--- src/rtl/soc_driver_ot_if.sv ---
// SoC request/response channel between the MMIO driver (master) and the SoC fabric (slave).
interface soc_driver_ot_if #(
    parameter int ADDR_W = 32,
    parameter int DATA_W = 64
);
    logic              soc_req_val;
    logic              soc_req_rdy;
    logic              soc_req_cmd;
    logic [ADDR_W-1:0] soc_req_addr;
    logic [DATA_W-1:0] soc_req_data;
    logic              soc_resp_val;
    logic              soc_resp_rdy;
    logic              soc_resp_cmd;
    logic [ADDR_W-1:0] soc_resp_addr;
    logic [DATA_W-1:0] soc_resp_data;

    modport master (
        output soc_req_val, soc_req_cmd, soc_req_addr, soc_req_data, soc_resp_rdy,
        input  soc_req_rdy, soc_resp_val, soc_resp_cmd, soc_resp_addr, soc_resp_data
    );

    modport slave (
        input  soc_req_val, soc_req_cmd, soc_req_addr, soc_req_data, soc_resp_rdy,
        output soc_req_rdy, soc_resp_val, soc_resp_cmd, soc_resp_addr, soc_resp_data
    );
endinterface

--- src/rtl/soc_driver_ot.sv ---
// Multi-outstanding MMIO driver: buffers user commands, issues them to the SoC with up to
// MAX_OT in flight, checks in-order responses, buffers read data and reports status.
module soc_driver_ot #(
    parameter int ADDR_W    = 32,
    parameter int DATA_W    = 64,
    parameter int CMD_DEPTH = 8,
    parameter int MAX_OT    = 4,
    parameter int TIMEOUT   = 1024,
    parameter int CNT_W     = 16
) (
    input  logic              clk,
    input  logic              rst,
    input  logic              start,
    input  logic              err_clr,
    input  logic              user_valid,
    output logic              user_ready,
    input  logic              user_cmd,
    input  logic [ADDR_W-1:0] user_addr,
    input  logic [DATA_W-1:0] user_wdata,
    output logic              user_rvalid,
    input  logic              user_rready,
    output logic [DATA_W-1:0] user_rdata,
    output logic [ADDR_W-1:0] status,
    output logic [CNT_W-1:0]  issued_cnt,
    output logic [CNT_W-1:0]  done_cnt,
    soc_driver_ot_if.master   soc
);

    localparam int CMD_AW = $clog2(CMD_DEPTH);
    localparam int OT_AW  = (MAX_OT > 1) ? $clog2(MAX_OT) : 1;
    localparam int OT_CW  = $clog2(MAX_OT + 1);
    localparam int SUM_W  = OT_CW + 2;
    localparam int TM_W   = $clog2(TIMEOUT + 1);

    localparam logic [63:0] PAT_TIMEOUT  = 64'hDEADDEAD_DEADDEAD;
    localparam logic [63:0] PAT_MISMATCH = 64'hEEEEEEEE_EEEEEEEE;
    localparam logic [63:0] PAT_BUSY     = 64'h55555555_55555555;
    localparam logic [63:0] PAT_DONE     = 64'hAAAAAAAA_AAAAAAAA;
    localparam logic [ADDR_W-1:0] ST_TIMEOUT  = PAT_TIMEOUT[ADDR_W-1:0];
    localparam logic [ADDR_W-1:0] ST_MISMATCH = PAT_MISMATCH[ADDR_W-1:0];
    localparam logic [ADDR_W-1:0] ST_BUSY     = PAT_BUSY[ADDR_W-1:0];
    localparam logic [ADDR_W-1:0] ST_DONE     = PAT_DONE[ADDR_W-1:0];

    // Storage arrays (no reset; validity is tracked by the pointers and counts)
    logic              cmd_cmd_mem  [CMD_DEPTH];
    logic [ADDR_W-1:0] cmd_addr_mem [CMD_DEPTH];
    logic [DATA_W-1:0] cmd_data_mem [CMD_DEPTH];
    logic              trk_cmd_mem  [MAX_OT];
    logic [ADDR_W-1:0] trk_addr_mem [MAX_OT];
    logic [DATA_W-1:0] rbuf_mem     [MAX_OT];

    logic [CMD_AW-1:0] cmd_wr_ptr_reg, cmd_rd_ptr_reg;
    logic [CMD_AW:0]   cmd_cnt_reg, cmd_cnt_next;
    logic [OT_AW-1:0]  trk_wr_ptr_reg, trk_rd_ptr_reg;
    logic [OT_AW-1:0]  rbuf_wr_ptr_reg, rbuf_rd_ptr_reg;
    logic [OT_CW-1:0]  rbuf_cnt_reg, rbuf_cnt_next;
    logic [OT_CW-1:0]  ot_reg, ot_next;

    logic              req_val_reg, req_val_next;
    logic              req_cmd_reg;
    logic [ADDR_W-1:0] req_addr_reg;
    logic [DATA_W-1:0] req_data_reg;
    logic              resp_rdy_reg;

    logic [TM_W-1:0]   timer_reg, timer_next;
    logic              to_err_reg, to_err_next;
    logic              mm_err_reg, mm_err_next;
    logic [ADDR_W-1:0] status_reg, status_next;
    logic [CNT_W-1:0]  issued_cnt_reg, issued_cnt_next;
    logic [CNT_W-1:0]  done_cnt_reg, done_cnt_next;

    logic              cmd_push, issue_load, req_accept, resp_accept;
    logic              trk_hit, trk_pop, rbuf_push, rbuf_pop, room_ok;
    logic [SUM_W-1:0]  ot_after;

    // Circular increment for the MAX_OT-deep queues
    function automatic logic [OT_AW-1:0] ot_inc(input logic [OT_AW-1:0] p);
        if (p == OT_AW'(MAX_OT - 1))
            return '0;
        return p + OT_AW'(1);
    endfunction

    assign user_ready  = !rst && (cmd_cnt_reg != (CMD_AW+1)'(CMD_DEPTH));
    assign user_rvalid = (rbuf_cnt_reg != '0);
    assign user_rdata  = rbuf_mem[rbuf_rd_ptr_reg];
    assign status      = status_reg;
    assign issued_cnt  = issued_cnt_reg;
    assign done_cnt    = done_cnt_reg;

    assign soc.soc_req_val  = req_val_reg;
    assign soc.soc_req_cmd  = req_cmd_reg;
    assign soc.soc_req_addr = req_addr_reg;
    assign soc.soc_req_data = req_data_reg;
    assign soc.soc_resp_rdy = resp_rdy_reg;

    always_comb begin
        cmd_push    = user_valid && user_ready;
        req_accept  = req_val_reg && soc.soc_req_rdy;
        resp_accept = soc.soc_resp_val && resp_rdy_reg;
        trk_hit     = (ot_reg != '0)
                   && (soc.soc_resp_cmd  == trk_cmd_mem[trk_rd_ptr_reg])
                   && (soc.soc_resp_addr == trk_addr_mem[trk_rd_ptr_reg]);
        trk_pop     = resp_accept && (ot_reg != '0);
        rbuf_push   = resp_accept && trk_hit && !soc.soc_resp_cmd;
        rbuf_pop    = user_rvalid && user_rready;

        // Reads reserve a buffer slot for every outstanding transaction, so a
        // returning read always has somewhere to land.
        ot_after = SUM_W'(ot_reg) + SUM_W'(req_accept);
        room_ok  = (ot_after < SUM_W'(MAX_OT))
                && (cmd_cmd_mem[cmd_rd_ptr_reg]
                    || ((ot_after + SUM_W'(rbuf_cnt_reg)) < SUM_W'(MAX_OT)));
        issue_load = start && !to_err_reg && !mm_err_reg && (cmd_cnt_reg != '0)
                  && (!req_val_reg || soc.soc_req_rdy) && room_ok;

        cmd_cnt_next  = cmd_cnt_reg + (CMD_AW+1)'(cmd_push) - (CMD_AW+1)'(issue_load);
        ot_next       = ot_reg + OT_CW'(req_accept) - OT_CW'(trk_pop);
        rbuf_cnt_next = rbuf_cnt_reg + OT_CW'(rbuf_push) - OT_CW'(rbuf_pop);
        req_val_next  = issue_load || (req_val_reg && !soc.soc_req_rdy);

        issued_cnt_next = issued_cnt_reg + CNT_W'(req_accept);
        done_cnt_next   = done_cnt_reg + CNT_W'(resp_accept);

        if (err_clr || resp_accept || (ot_reg == '0))
            timer_next = '0;
        else if (timer_reg < TM_W'(TIMEOUT))
            timer_next = timer_reg + TM_W'(1);
        else
            timer_next = timer_reg;

        // A new error event in the clearing cycle still wins over err_clr
        to_err_next = (to_err_reg && !err_clr) || (timer_next == TM_W'(TIMEOUT));
        mm_err_next = (mm_err_reg && !err_clr) || (resp_accept && !trk_hit);

        if (to_err_next)
            status_next = ST_TIMEOUT;
        else if (mm_err_next)
            status_next = ST_MISMATCH;
        else if ((cmd_cnt_next != '0) || req_val_next || (ot_next != '0))
            status_next = ST_BUSY;
        else if (done_cnt_next != '0)
            status_next = ST_DONE;
        else
            status_next = '0;
    end

    always_ff @(posedge clk) begin
        if (rst) begin
            cmd_wr_ptr_reg  <= '0;
            cmd_rd_ptr_reg  <= '0;
            cmd_cnt_reg     <= '0;
            trk_wr_ptr_reg  <= '0;
            trk_rd_ptr_reg  <= '0;
            rbuf_wr_ptr_reg <= '0;
            rbuf_rd_ptr_reg <= '0;
            rbuf_cnt_reg    <= '0;
            ot_reg          <= '0;
            req_val_reg     <= 1'b0;
            req_cmd_reg     <= 1'b0;
            req_addr_reg    <= '0;
            req_data_reg    <= '0;
            resp_rdy_reg    <= 1'b0;
            timer_reg       <= '0;
            to_err_reg      <= 1'b0;
            mm_err_reg      <= 1'b0;
            status_reg      <= '0;
            issued_cnt_reg  <= '0;
            done_cnt_reg    <= '0;
        end else begin
            if (cmd_push)
                cmd_wr_ptr_reg <= cmd_wr_ptr_reg + CMD_AW'(1);
            if (issue_load) begin
                cmd_rd_ptr_reg <= cmd_rd_ptr_reg + CMD_AW'(1);
                req_cmd_reg    <= cmd_cmd_mem[cmd_rd_ptr_reg];
                req_addr_reg   <= cmd_addr_mem[cmd_rd_ptr_reg];
                req_data_reg   <= cmd_data_mem[cmd_rd_ptr_reg];
            end
            if (req_accept)
                trk_wr_ptr_reg <= ot_inc(trk_wr_ptr_reg);
            if (trk_pop)
                trk_rd_ptr_reg <= ot_inc(trk_rd_ptr_reg);
            if (rbuf_push)
                rbuf_wr_ptr_reg <= ot_inc(rbuf_wr_ptr_reg);
            if (rbuf_pop)
                rbuf_rd_ptr_reg <= ot_inc(rbuf_rd_ptr_reg);
            cmd_cnt_reg    <= cmd_cnt_next;
            rbuf_cnt_reg   <= rbuf_cnt_next;
            ot_reg         <= ot_next;
            req_val_reg    <= req_val_next;
            resp_rdy_reg   <= 1'b1;
            timer_reg      <= timer_next;
            to_err_reg     <= to_err_next;
            mm_err_reg     <= mm_err_next;
            status_reg     <= status_next;
            issued_cnt_reg <= issued_cnt_next;
            done_cnt_reg   <= done_cnt_next;
        end
    end

    always_ff @(posedge clk) begin
        if (cmd_push) begin
            cmd_cmd_mem[cmd_wr_ptr_reg]  <= user_cmd;
            cmd_addr_mem[cmd_wr_ptr_reg] <= user_addr;
            cmd_data_mem[cmd_wr_ptr_reg] <= user_wdata;
        end
        if (req_accept) begin
            trk_cmd_mem[trk_wr_ptr_reg]  <= req_cmd_reg;
            trk_addr_mem[trk_wr_ptr_reg] <= req_addr_reg;
        end
        if (rbuf_push)
            rbuf_mem[rbuf_wr_ptr_reg] <= soc.soc_resp_data;
    end

endmodule

--- src/flat_wrapper.sv ---
// flat-port wrapper written by rule: the top's interface ports become plain ports
module soc_driver_ot_flat 
#(
    parameter int ADDR_W    = 32,
    parameter int DATA_W    = 64,
    parameter int CMD_DEPTH = 8,
    parameter int MAX_OT    = 4,
    parameter int TIMEOUT   = 1024,
    parameter int CNT_W     = 16
)
  (clk, rst, start, err_clr, user_valid, user_ready, user_cmd, user_addr, user_wdata, user_rvalid, user_rready, user_rdata, status, issued_cnt, done_cnt, soc_soc_req_val, soc_soc_req_cmd, soc_soc_req_addr, soc_soc_req_data, soc_soc_resp_rdy, soc_soc_req_rdy, soc_soc_resp_val, soc_soc_resp_cmd, soc_soc_resp_addr, soc_soc_resp_data);
  soc_driver_ot_if #(.ADDR_W(ADDR_W), .DATA_W(DATA_W)) soc_i ();
  input  logic clk;
  input  logic rst;
  input  logic start;
  input  logic err_clr;
  input  logic user_valid;
  output logic user_ready;
  input  logic user_cmd;
  input  logic [ADDR_W-1:0] user_addr;
  input  logic [DATA_W-1:0] user_wdata;
  output logic user_rvalid;
  input  logic user_rready;
  output logic [DATA_W-1:0] user_rdata;
  output logic [ADDR_W-1:0] status;
  output logic [CNT_W-1:0] issued_cnt;
  output logic [CNT_W-1:0] done_cnt;
  output wire logic [$bits(soc_i.soc_req_val)-1:0] soc_soc_req_val;
  output wire logic [$bits(soc_i.soc_req_cmd)-1:0] soc_soc_req_cmd;
  output wire logic [$bits(soc_i.soc_req_addr)-1:0] soc_soc_req_addr;
  output wire logic [$bits(soc_i.soc_req_data)-1:0] soc_soc_req_data;
  output wire logic [$bits(soc_i.soc_resp_rdy)-1:0] soc_soc_resp_rdy;
  input wire logic [$bits(soc_i.soc_req_rdy)-1:0] soc_soc_req_rdy;
  input wire logic [$bits(soc_i.soc_resp_val)-1:0] soc_soc_resp_val;
  input wire logic [$bits(soc_i.soc_resp_cmd)-1:0] soc_soc_resp_cmd;
  input wire logic [$bits(soc_i.soc_resp_addr)-1:0] soc_soc_resp_addr;
  input wire logic [$bits(soc_i.soc_resp_data)-1:0] soc_soc_resp_data;
  assign soc_soc_req_val = soc_i.soc_req_val;
  assign soc_soc_req_cmd = soc_i.soc_req_cmd;
  assign soc_soc_req_addr = soc_i.soc_req_addr;
  assign soc_soc_req_data = soc_i.soc_req_data;
  assign soc_soc_resp_rdy = soc_i.soc_resp_rdy;
  assign soc_i.soc_req_rdy = soc_soc_req_rdy;
  assign soc_i.soc_resp_val = soc_soc_resp_val;
  assign soc_i.soc_resp_cmd = soc_soc_resp_cmd;
  assign soc_i.soc_resp_addr = soc_soc_resp_addr;
  assign soc_i.soc_resp_data = soc_soc_resp_data;
  soc_driver_ot #(.ADDR_W(ADDR_W), .DATA_W(DATA_W), .CMD_DEPTH(CMD_DEPTH), .MAX_OT(MAX_OT), .TIMEOUT(TIMEOUT), .CNT_W(CNT_W)) u_core (.clk(clk), .rst(rst), .start(start), .err_clr(err_clr), .user_valid(user_valid), .user_ready(user_ready), .user_cmd(user_cmd), .user_addr(user_addr), .user_wdata(user_wdata), .user_rvalid(user_rvalid), .user_rready(user_rready), .user_rdata(user_rdata), .status(status), .issued_cnt(issued_cnt), .done_cnt(done_cnt), .soc(soc_i));
endmodule
--- config.mk ---
export PLATFORM = sky130hd
export DESIGN_NAME = soc_driver_ot_flat
export DESIGN_NICKNAME = d
export VERILOG_FILES = /design/src/rtl/soc_driver_ot_if.sv /design/src/rtl/soc_driver_ot.sv /design/src/flat_wrapper.sv
export SDC_FILE = /design/constraint.sdc
export NUM_CORES = 1
export LEC_CHECK = 0
export CAP_MARGIN = 20
export CORE_MARGIN = 2
export CORE_UTILIZATION = 45
export DETAILED_ROUTE_END_ITERATION = 8
export GPL_TIMING_DRIVEN = 1
export PLACE_DENSITY = 0.67
export REMOVE_ABC_BUFFERS = 1
export SLEW_MARGIN = 20
export SYNTH_ARGS = -nofsm -noshare
export SYNTH_HDL_FRONTEND = slang
export SYNTH_SLANG_ARGS = --single-unit
--- constraint.sdc ---
create_clock -name clk -period 13 [get_ports clk]
set_input_delay 1.95 -clock clk [delete_from_list [all_inputs] [get_ports clk]]
set_output_delay 1.95 -clock clk [all_outputs]
set_load 0.03 [all_outputs]
-- Word-level counts from Yosys, hierarchy flattened
Memories as Yosys holds them, arrays and structs flattened. A register that Yosys moved wholly into a read port is not among the register bits.
Index checks and enable logic that the tools add are counted.
- add/subtract/negate cells: 17
- $lt $le $gt $ge: 3
- eq/ne operators: 8
- muxes and demuxes: 41
- reduce and logical (&&, ||, !) cells: 46
- operators by type and width (kind ; count):
    $mux 32 ; 4
    $add 16x1->16 ; 2
    $eq 32x32->1 ; 1
    $mux 2 ; 14
    $mux 11 ; 2
    $logic_and 1x1->1 ; 20
    $mux 1 ; 19
    $reduce_bool 16->1 ; 1
    $add 11x1->11 const B ; 1
    $eq 11x11->1 const B ; 1
    $lt 11x11->1 const B ; 1
    $lt 5x3->1 const B ; 2
    $logic_or 1x1->1 ; 9
    $reduce_bool 3->1 ; 3
    $add 2x1->2 const B ; 4
    $eq 2x2->1 const B ; 4
    $logic_not 1->1 ; 8
    $reduce_bool 4->1 ; 2
    $add 3x1->3 ; 2
    $add 3x1->3 const B ; 2
    $mux 3 ; 2
    $sub 3x1->3 ; 2
    $add 5x3->5 ; 1
    $add 3x1->4 ; 1
    other kinds (7) ; 7
- flip-flop bits (word level): 104
- RAM bits: 1164
- bits of input ports: 202
- output and inout bits: 229
- word-level logic and storage cells: 141
- memories kept: 6
- memories (name ; depth ; bits a word ; read ports ; clocked after memory_dff ; wr ports ; RTL line ; text):
    u_core.cmd_data_mem ; 8 ; 64 ; 1 ; 1 ; 1 ; soc_driver_ot.sv:47 ; logic [DATA_W-1:0] cmd_data_mem [CMD_DEPTH];
    u_core.cmd_addr_mem ; 8 ; 32 ; 1 ; 1 ; 1 ; soc_driver_ot.sv:46 ; logic [ADDR_W-1:0] cmd_addr_mem [CMD_DEPTH];
    u_core.rbuf_mem ; 4 ; 64 ; 1 ; 1 ; 1 ; soc_driver_ot.sv:50 ; logic [DATA_W-1:0] rbuf_mem [MAX_OT];
    u_core.trk_addr_mem ; 4 ; 32 ; 1 ; 1 ; 1 ; soc_driver_ot.sv:49 ; logic [ADDR_W-1:0] trk_addr_mem [MAX_OT];
    u_core.cmd_cmd_mem ; 8 ; 1 ; 1 ; 1 ; 1 ; soc_driver_ot.sv:45 ; logic cmd_cmd_mem [CMD_DEPTH];
    u_core.trk_cmd_mem ; 4 ; 1 ; 1 ; 1 ; 1 ; soc_driver_ot.sv:48 ; logic trk_cmd_mem [MAX_OT];

-- Longest topological paths before layout
- word-level depth: 14
- gate-level depth with buffers: 22
- depth with buffers taken out: 20

-- Worst setup path after synthesis
No wires, ideal clock.
- kind: input -> register
- start point: input rst
- end point: memory u_core.cmd_addr_mem[0][0] (enable)
- library setup time: 792 ps
- arrival time: 12078 ps
- data required time: 12208 ps
- slack: 130 ps
- stages on the path: 4
- buffers on the path: 1
- cells stage by stage: clkbuf_1 -> a21oi_1 -> nand2_1 -> nor4_1
- cells in the longest elaborated chain, start to end: 5
- RTL lines (what ; RTL line ; text):
    start, declared ; flat_wrapper.sv:14 ; input logic rst;
    $logic_not 1->1 ; soc_driver_ot.sv:83 ; assign user_ready = !rst && (cmd_cnt_reg != (CMD_AW+1)'(CMD_DEPTH));
    $logic_and 1x1->1 ; soc_driver_ot.sv:83 ;
    named net user_ready ; flat_wrapper.sv:18 ; output logic user_ready;
    $logic_and 1x1->1 ; soc_driver_ot.sv:97 ; cmd_push = user_valid && user_ready;
    $mux 1 ; soc_driver_ot.sv:201 ; if (cmd_push) begin
    $mux 1 (implied by the code) ; soc_driver_ot.sv:203 ; cmd_addr_mem[cmd_wr_ptr_reg] <= user_addr;
    end, declared ; soc_driver_ot.sv:46 ;
The timed path passes the listed nets, and every way through them passes these cells.

-- Worst setup path in the final report
- start point: input soc_soc_req_rdy
- end point: register u_core.status_reg[20], in the netlist u_core.status[20]
- cells in the longest elaborated chain, start to end: 12
- elaborated cells on any way between the ends: 21
- RTL lines (what ; RTL line ; text):
    start, declared ; flat_wrapper.sv:33 ; input wire logic [$bits(soc_i.soc_req_rdy)-1:0] soc_soc_req_rdy;
    $logic_and 1x1->1 (*) ; soc_driver_ot.sv:98 ; req_accept = req_val_reg && soc.soc_req_rdy;
    named net u_core.req_accept ; soc_driver_ot.sv:72 ; logic cmd_push, issue_load, req_accept, resp_accept;
    $add 3x1->4 ; soc_driver_ot.sv:109 ; ot_after = SUM_W'(ot_reg) + SUM_W'(req_accept);
    $add 5x3->5 ; soc_driver_ot.sv:112 ; || ((ot_after + SUM_W'(rbuf_cnt_reg)) < SUM_W'(MAX_OT)));
    $lt 5x3->1 ; soc_driver_ot.sv:112 ;
    $logic_or 1x1->1 ; soc_driver_ot.sv:112 ;
    $logic_and 1x1->1 ; soc_driver_ot.sv:111 ; && (cmd_cmd_mem[cmd_rd_ptr_reg]
    $logic_and 1x1->1 ; soc_driver_ot.sv:114 ; && (!req_val_reg || soc.soc_req_rdy) && room_ok;
    $sub 4x1->4 ; soc_driver_ot.sv:116 ; cmd_cnt_next = cmd_cnt_reg + (CMD_AW+1)'(cmd_push) - (CMD_AW+1)'(issue_load);
    $reduce_bool 4->1 ; soc_driver_ot.sv:139 ; else if ((cmd_cnt_next != '0) || req_val_next || (ot_next != '0))
    $logic_or 1x1->1 ; soc_driver_ot.sv:139 ;
    $logic_or 1x1->1 (*) ; soc_driver_ot.sv:139 ;
    $mux 32 (*) ; soc_driver_ot.sv:139 ;
    end signal, assigned ; soc_driver_ot.sv:194 ; status_reg <= status_next;
    end, declared ; soc_driver_ot.sv:68 ; logic [ADDR_W-1:0] status_reg, status_next;
Mark *: on every way through the listed nets, which the timed path passes. The rest lies on a longest branch.
A chain may end at the register's enable or synchronous reset.

==> metrics <==
status finished clean; Buf/Inv on CP 4; number of synthesized flops with an enable pin 1,164; first-pass iteration count of the detailed router 6; clock latency on the worst-skew pair 0.76 ns; register ranked first by flip-flop count u_core.cmd_data_mem; Net count, final between 3,000 and 4,000; cell at the root of the clock tree sky130_fd_sc_hd__clkbuf_16; number of buffers on the longest clock path 3; top_reg_cell synth sky130_fd_sc_hd__edfxtp_1; clock period minus worst slack a little under 6 ns; post-route clock period utilization 44.6%; max-slew violation count 0; power density over the cells around 190 mW/mm²; CTS buffer count approximately 140; clock transition at the register clock pins on the worst setup and hold paths after CTS about 0.06 ns; pin count of the biggest net entering global routing 93; initial detailed-routing violation count 1,758; library cells used by synthesis 62; area of the multi-input gates ~0.011 mm²; worst min-delay path category reg2reg; dominant cell type by count on the critical path sky130_fd_sc_hd__ha_1; Avg WL per Cell 24.9 µm; floorplan core area roughly 0.11 mm²; FF+latch count, synth around 1,300; Post-route DRC 0; GRT Total Usage 19.9%; worst slack at placement approximately 6.5 ns; sequential area share after synthesis 75.9%; crit start category primary input; cell with the biggest individual delay on the critical path sky130_fd_sc_hd__clkdlybuf4s50_1; slack of the critical path about 7.2 ns; Cell Area, Placed 0.0567 mm²; most frequently used cell type in the post-synthesis netlist sky130_fd_sc_hd__edfxtp_1; registers with the most flip-flops u_core.cmd_data_mem x512, u_core.cmd_addr_mem x256, u_core.rbuf_mem x256; worst setup slack for register-to-register paths 8.29 ns; Warnings, synthesis 0; final cell area excluding filler cells 0.0613 mm²; Mapped Area 0.0508 mm²; die area 0.116 mm²; cell family contributing the most delay on the critical path simple AND/OR/NAND/NOR gates; Hold Path Cell Cnt 2; commonest cells in the netlist sky130_fd_sc_hd__edfxtp_1, sky130_fd_sc_hd__mux4_2, sky130_fd_sc_hd__dfxtp_1; post-synth top area share 68.8%; mean area per synthesized cell 20.1 µm²; crit path max fanout 6; number of non-filler instances in the completed layout roughly 4,600; FP Rows 123; number of max-capacitance violations reported 0; DR vias 25,404; worst setup path category in2reg; Setup TNS Final 0 ns; unrepaired setup endpoints after global routing false; Max IR drop VDD about 130 µV; number of port buffers 430; data arrival at the endpoint of the critical path 6.43 ns; Post-Route Skew 0.0321 ns; number of endpoints with negative hold slack in the final report 0; TritonCTS sink count 1,345; Yosys top cell by area sky130_fd_sc_hd__edfxtp_1; clock tree from TritonCTS yes; Die Span Y 340 µm; worst stage delay on the critical path 0.57 ns; Setup Fix Bufs, Post-CTS 0; flip-flop count of the largest register, all copies and words added roughly 510; number of standard cells after synthesis 2,532; Finish-stage setup viols 0; grt total ovfl 0; initial antenna violation count 27; Area contributors post-synth sky130_fd_sc_hd__edfxtp_1, sky130_fd_sc_hd__mux4_2, sky130_fd_sc_hd__dfxtp_1; worst reg2reg endpoint u_core.rbuf_mem[1][63]; initial core utilization 45.3%; Max Freq 0.173 GHz; PnR Total Power 11.5 mW; ys async rst share 0%; critical path required time 13.64 ns; count of hold-fix buffers inserted at cts 0; count of antenna-violating nets left after detailed routing 0; number of cells after detailed placement 4,352; PostCTS Resize Cnt 0; Top-Level Pins around 430; H-tree lvl count 4; first-pass GRT wire length 171 mm; CP endpoint kind register; transition time at the pin with the least slew margin 1.12 ns; fraction of layout instances using a drive strength above 1 between 10% and 20%; Sequential cell area 0.0386 mm²; Layout Area Growth over Synthesis 20.6%; via count of the first global-routing pass around 27,000; worst-case reg-to-reg path depth 8; Hold Path Origin u_core.rbuf_rd_ptr_reg[1]; post-detailed-routing wire length 115 mm; routability congestion estimate 0.784; Filler Cell Count 8,486; post-DR vias/cell roughly 5.5; worst max-slew margin expressed relative to the limit 25.3%; CP cell instances clkdlybuf4s50_1 > nand2_1 > inv_1 > ha_1 > ha_1 > xor2_1 > ha_1 > nor3_1 > nand2_1 > a21oi_4 > ha_1 > inv_1 > ha_1 > inv_1 > fa_1 > nand2_1 > nor3_1 > nand4_1 > nor3b_1 > nor2_1 > and3_1; leakage power 19.1 nW; DP Wirelength 67.5 mm; horizontal extent of the die about 340 µm
[area by class of cell]
type	instances	area share [%]
flip-flops and latches	1345	63.0
multi-input cells	1006	18.7
repair buffers	471	7.61
clock buffers	194	6.28
well taps	1500	3.06
clock inverters	64	1.09
inverters	32	0.196
diodes	9	0.0368
[worst min-delay path, cell delays in order (launching register included)]
cell and delay (ns):
sky130_fd_sc_hd__dfxtp_1 0.32, sky130_fd_sc_hd__nand2_1 0.06, sky130_fd_sc_hd__a21oi_1 0.07
[stage by stage]
stage | hold WS, ns | utilization [%]
3_3_place_gp | 0.458 | 50.5
6_report | 0.491 | 54.6
3_5_place_dp | 0.483 | 50.5
5_1_grt | 0.514 | 54.6
4_1_cts | 0.493 | 54.5
2_1_floorplan | 0.447 | -
[cells in the final DEF, fill, tap and decap left out, drive strengths merged, types with 4 or more instances in the layout]
| master | n |
|---|---|
| edfxtp | 1164 |
| clkinv | 44 |
| or3 | 7 |
| nand2b | 8 |
| and3 | 14 |
| nand3 | 22 |
| nand2 | 44 |
| nor4 | 7 |
| o21ai | 10 |
| diode | 9 |
| a31oi | 4 |
| inv | 41 |
| a21oi | 24 |
| mux2i | 118 |
| mux4 | 282 |
| clkinvlp | 5 |
| bufinv | 6 |
| a211oi | 97 |
| clkdlybuf4s50 | 429 |
| ha | 32 |
| nor2b | 12 |
| xor2 | 37 |
| buf | 42 |
| dfxtp | 181 |
| nor2 | 168 |
| nor3 | 16 |
| clkbuf | 194 |
| nand4 | 13 |
| xnor2 | 36 |
[cells by family after synthesis]
group                    synth area share (%)
AND/OR/NAND/NOR                          2.99
XOR/XNOR                                 1.26
adder cells (fa/ha/maj)                 0.906
AO/OA/AOI/OAI                            2.38
multiplexers                             14.9
flip-flops                               75.9
buffers and inverters                    1.62
[worst max path at each step]
stage	endpoint	start	cells past startpoint	slack (ns)
final	u_core.status[20]	soc_soc_req_rdy	21	7.20
after global routing	u_core.status[27]	soc_soc_req_rdy	21	6.88
after CTS	u_core.status[27]	soc_soc_req_rdy	21	7.32
after detailed placement	u_core.status[20]	soc_soc_req_rdy	21	6.52
after global placement	u_core.status[27]	soc_soc_req_rdy	21	6.60
after floorplan	u_core.status[27]	soc_soc_req_rdy	20	-0.1
[report_power, final]
group          switching, mW  internal (mW)
clock                   1.66           2.22
sequential             0.211           4.96
combinational           1.34           1.10
total                   3.20           8.28
[layer usage]
layer	vias to the layer above	part of all wire, %	GRT usage [%]
met5	-	0.19	0
met4	34	1.6	4.64
met3	177	8.4	6.45
met2	730	49	32.4
met1	13289	41	26.3
li1	11174	-	-
(Power assumes the default switching activity.)
